[src/rtl/ss_entrada.sv]
// Operand input stage for the Booth multiplier: synchronises and debounces the
// push-button, latches A/B on each press. Optional: SS_ENTRADA_STICKY_VALID_EN.
module ss_entrada #(
  parameter int WIDTH           = 4,
  parameter int SYNC_STAGES     = 2,
  parameter int DEBOUNCE_CYCLES = 2
) (
  input  logic             clk,
  input  logic             rst,
  input  logic [WIDTH-1:0] A,
  input  logic [WIDTH-1:0] B,
  input  logic             boton,
  output logic             valid,
  output logic [WIDTH-1:0] _A,
  output logic [WIDTH-1:0] _B
);

  localparam int CW = (DEBOUNCE_CYCLES > 1) ? $clog2(DEBOUNCE_CYCLES) : 1;
  localparam logic [CW-1:0] CNT_MAX = CW'(DEBOUNCE_CYCLES - 1);

  logic [SYNC_STAGES-1:0] r_sync;
  logic [SYNC_STAGES-1:0] w_sync_d;
  logic                   w_b_sync;
  logic                   r_db;
  logic [CW-1:0]          r_cnt;
  logic                   w_rise;
  logic                   r_valid;
  logic [WIDTH-1:0]       r_a;
  logic [WIDTH-1:0]       r_b;

  // Pure wiring into each stage; boton reaches the first flop untouched.
  genvar gi;
  generate
    for (gi = 0; gi < SYNC_STAGES; gi++) begin : g_sync
      if (gi == 0) begin : g_first
        assign w_sync_d[gi] = boton;
      end else begin : g_rest
        assign w_sync_d[gi] = r_sync[gi-1];
      end
    end
  endgenerate

  assign w_b_sync = r_sync[SYNC_STAGES-1];

  // A press is the edge where db is about to go 0->1.
  assign w_rise = w_b_sync && !r_db && (r_cnt == CNT_MAX);

  always_ff @(posedge clk) begin
    if (rst) begin
      r_sync <= '0;
    end else begin
      r_sync <= w_sync_d;
    end
  end

  always_ff @(posedge clk) begin
    if (rst) begin
      r_db  <= 1'b0;
      r_cnt <= '0;
    end else if (w_b_sync == r_db) begin
      r_cnt <= '0;
    end else if (r_cnt == CNT_MAX) begin
      r_db  <= w_b_sync;
      r_cnt <= '0;
    end else begin
      r_cnt <= r_cnt + 1'b1;
    end
  end

  always_ff @(posedge clk) begin
    if (rst) begin
      r_a     <= '0;
      r_b     <= '0;
      r_valid <= 1'b0;
    end else begin
      if (w_rise) begin
        r_a <= A;
        r_b <= B;
      end
`ifdef SS_ENTRADA_STICKY_VALID_EN
      r_valid <= r_valid | w_rise;
`else
      r_valid <= w_rise;
`endif
    end
  end

  assign valid = r_valid;
  assign _A    = r_a;
  assign _B    = r_b;

endmodule

[config.mk]
export PLATFORM = sky130hd
export DESIGN_NAME = ss_entrada
export DESIGN_NICKNAME = d
export VERILOG_FILES = /design/src/rtl/ss_entrada.sv
export SDC_FILE = /design/constraint.sdc
export NUM_CORES = 1
export LEC_CHECK = 0
export BUFFER_PORTS_ARGS = -buffer_cell sky130_fd_sc_hd__buf_2
export CORE_MARGIN = 2
export CORE_UTILIZATION = 40
export CTS_CLUSTER_SIZE = 30
export DETAILED_ROUTE_END_ITERATION = 10
export PLACE_DENSITY_LB_ADDON = 0.25
export SLEW_MARGIN = 20
export SYNTH_ARGS = -nofsm -noshare
export SYNTH_HDL_FRONTEND = slang
export SYNTH_SLANG_ARGS = --single-unit
export TNS_END_PERCENT = 20
[constraint.sdc]
create_clock -name clk -period 1.6 [get_ports clk]
set_input_delay 0.08 -clock clk [delete_from_list [all_inputs] [get_ports clk]]
set_output_delay 0.08 -clock clk [all_outputs]
set_load 0.01 [all_outputs]
After elaboration in Yosys (flattened, before gate mapping)
Cells that the tools add are included.

Flip-flop bits (word level): 13. Input port bits: 11. Output and inout bits: 9. Word-level logic and storage cells: 14.

Add/sub/neg operators: 1. Equal/unequal tests: 1. Bitwise operators: 1. Reduce and logical (&&, ||, !) cells: 5.

Operators with widths (count): 3-bit OR reduction (1); 1-bit logical AND (2); 2-bit AND reduction (1); 1-bit adder (second input constant) (1); 1-bit equality test (1); 1-bit zero test (1); 1-bit NOT (1).

Logic depth before layout (Yosys ltp)
Word-level depth: 3. Gate-level depth with buffers: 6. Depth with buffers taken out: 4.

Worst setup path after synthesis
OpenSTA, ideal clock, no wires.

Kind: flip-flop to flip-flop. Start: reg r_db. End: reg r_b[0], in the netlist _B[0]. Library setup time: 66 ps. Arrival time: 1048 ps. Data required time: 1534 ps. Slack: 486 ps. Cell stages (with the launch flop): 7. Path buffers: 2. Period minus slack after synthesis: 1114 ps. Cells stage by stage: dfxtp_1 > inv_1 > ha_1 > buf_6 > buf_8 > a21bo_1 > a21oi_2.

Word-level cells in the longest chain between the ends: 3.

RTL lines: from (decl) (RTL line 24) `logic r_db;`; from (signal assigned) (RTL line 63) `r_db <= w_b_sync;`; 1-bit zero test (RTL line 46) `assign w_rise = w_b_sync && !r_db && (r_cnt == CNT_MAX);`; 1-bit logical AND (2 in a row) (RTL line 46); to (signal assigned) (RTL line 73) `r_b <= '0;`; to (signal assigned) (RTL line 78) `r_b <= B;`; to (decl) (RTL line 29) `logic [WIDTH-1:0] r_b;`.

No other way between the ends. A chain may end at the register's enable or synchronous reset.

Worst setup path in the final report
Start: reg r_db. End: reg r_b[2], in the netlist _B[2].

The elaborated chain is that of the path after synthesis.

==> metrics <==
CP Capture Type=flip-flop; Die Span X=just over 40 microns; top-level port count=20; number of global-route vias before repair=374; first-pass iteration count of the detailed router=3; net count of the finished layout=84; number of antenna violations at the first check in global routing=0; share of cells above drive strength 1=43.7%; leading cell type in the layout, fill and taps excluded=sky130_fd_sc_hd__buf_2; min-delay src=boton; IR drop worst, VDD=0.438 mV; CP Launch Type=flip-flop; power density cells=~870 mW/mm^2; final wirelength=896 microns; number of cells upsized or downsized after cts=0; combined flip-flop and latch cell area=260 sq um; area growth from synthesis to layout=18.1%; pin count of the biggest net entering global routing=21; Setup Skew=0.232 ps; Slew Viols, Final=0; actual slew at the worst max-slew pin=604 ps; fin crit share=77.0%; setup TNS=0 ps; reported leakage power=0.279 nW; Syn Nets=64; setup violation total in the final timing report=0; CTS Hold Bufs=0; clock transition at the register clock pins on the worst setup and hold paths after CTS=70 ps; TritonCTS clock tree=yes; unrepaired setup endpoints after global routing=false; total clock buffers created by CTS=3; number of DRC violations after detailed-routing iteration 0=1; crit path max fanout=10; critical path launch point=r_db; Starting Density=a little over two fifths; commonest non-fill, non-tap cells in the layout=sky130_fd_sc_hd__buf_2, sky130_fd_sc_hd__dfxtp_1, sky130_fd_sc_hd__nand3_1, sky130_fd_sc_hd__a21bo_2, sky130_fd_sc_hd__a21oi_1; number of cells produced by synthesis=52; number of rows created at floorplan=13; Area contributors post-synth=sky130_fd_sc_hd__dfxtp_1, sky130_fd_sc_hd__a21bo_2, sky130_fd_sc_hd__nand3_1, sky130_fd_sc_hd__a21oi_1, sky130_fd_sc_hd__buf_6; leading area contributor after synthesis=sky130_fd_sc_hd__dfxtp_1; Post-synth EDFFs=0; type of the worst setup path=reg2reg; Routed WL per cell=10.4 microns; RePlAce Congestion=0.671; outcome=completed; DRC viols=0; slew margin rel.=59.7%; multi-input logic area=226 sq um; clock tree root buffer cell=sky130_fd_sc_hd__clkbuf_4; distinct cell type count after synthesis=18; sequential-to-total area share from yosys stat=48.1%; setup slack at placement=383 ps; worst endpoint required time=1800 ps; placed wire-length estimate=623 microns; Die Area=0.00166 sq mm; maximum clock path buffer count=2; average vias per placed instance=4.87; Design Power=approximately 560 uW; Inserted Diodes=0; startpoint of the worst register-to-register path=r_db; Arr. time, crit path=~1400 ps; vias post-DR=roughly 420; overflow left after global routing=0; Yosys warnings=0; Tot GR Track Use=14.3%; number of fill cells in the layout=128; Mapped Area=541 sq um; proportion of netlist area held by the largest area contributor=48.1%; total instance count after detailed placement=82; max-cap violation count=0; # port buffers=19; clock net sink count=13; fraction of synthesis flops using an asynchronous set or reset pin=0%; total number of H-tree levels=1; clock latency at the later pin of the worst-skew pair=between 200 and 300 ps; core box area=roughly 0.0013 sq mm; number of flip-flops and latches in the synthesized netlist=13; path category of the worst min-delay check=in2reg; minimum clock period=1230 ps; minimum setup slack in the final design=369 ps; vertical die dimension=40.8 microns; achievable clock frequency=approximately 0.8 GHz; post-CTS setup-driven buffer insertion count=0; count of final hold-check violations=0; number of standard cells in the final layout excluding fillers=86; post-route ant nets=0; Avg Synthesized Cell Area=roughly 10 sq um; ys flop type=sky130_fd_sc_hd__dfxtp_1; wire length of the first global-routing pass=between 1500 and 2000 microns
-- synthesized netlist by cell type (2+ instances only) --
library cell              count
sky130_fd_sc_hd__buf_6        2
sky130_fd_sc_hd__a21bo_2      7
sky130_fd_sc_hd__a21oi_1      7
sky130_fd_sc_hd__dfxtp_1     13
sky130_fd_sc_hd__nand3_1      8
sky130_fd_sc_hd__nor2b_1      3
-- final cells by class --
| cell class | count | area share, % |
|---|---|---|
| inverter | 1 | 0.588 |
| sequential | 13 | 40.8 |
| timing repair buffer | 20 | 16.1 |
| tap | 15 | 2.94 |
| clock buffer | 4 | 4.12 |
| multi-input combinational | 33 | 35.5 |
-- worst paths after layout --
check                   end  slack, ps  cells past startpoint
setup / recovery      _B[2]        370                      5
hold / removal    r_sync[0]         20                      2
setup reg to reg      _B[2]        370                      5
hold reg to reg   r_sync[1]        450                      1
-- metal layers --
metal / GRT usage, % / wire length, microns / part of all wire, % / up-vias
met5: 0 / 0 / 0 / -
met4: 10.0 / 5 / 0.56 / 0
met3: 3.26 / 51 / 5.7 / 2
met2: 20.6 / 412 / 46 / 9
met1: 18.4 / 426 / 48 / 188
li1: - / - / - / 220
-- where the power goes --
group / internal (mW) / leakage (nW) / switching (mW)
clock network: 0.0964 / 0.0150 / 0.0985
registers: 0.327 / 0.105 / 0.00451
logic: 0.0155 / 0.159 / 0.0151
-- cell families (layout without fill, tap and decap cells) --
family                     count (synthesis)  count (layout)  synth area share [%]
AOI/OAI and AO/OA                         17              17                  24.3
and+or+nand+nor                           15              15                  15.3
DFF                                       13              13                  48.1
buffers and inverters                      6              25                  9.95
adders and majority gates                  1               1                  2.31
-- flip-flops by register name, indices dropped and copies added (netlist names) --
signal,count
r_db,1
valid,1
_A,4
r_sync,2
_B,4
r_cnt,1
-- per-stage QoR --
step / instance area [sq um] / utilization, % / hold WS, ps
2_1_floorplan: 541 / - / 152
3_3_place_gp: 612 / 47.6 / 288
3_5_place_dp: 612 / 47.6 / 302
4_1_cts: 638 / 49.7 / 18.3
5_1_grt: 638 / 49.7 / 60.0
6_report: 638 / 49.7 / 21.3
-- critical path: stages (launching register included) --
cell and delay, ps:
sky130_fd_sc_hd__dfxtp_1 310, sky130_fd_sc_hd__inv_1 50, sky130_fd_sc_hd__ha_1 260, sky130_fd_sc_hd__buf_4 200, sky130_fd_sc_hd__a21bo_2 210, sky130_fd_sc_hd__a21oi_1 130
Power figures use the tool's default switching activity.
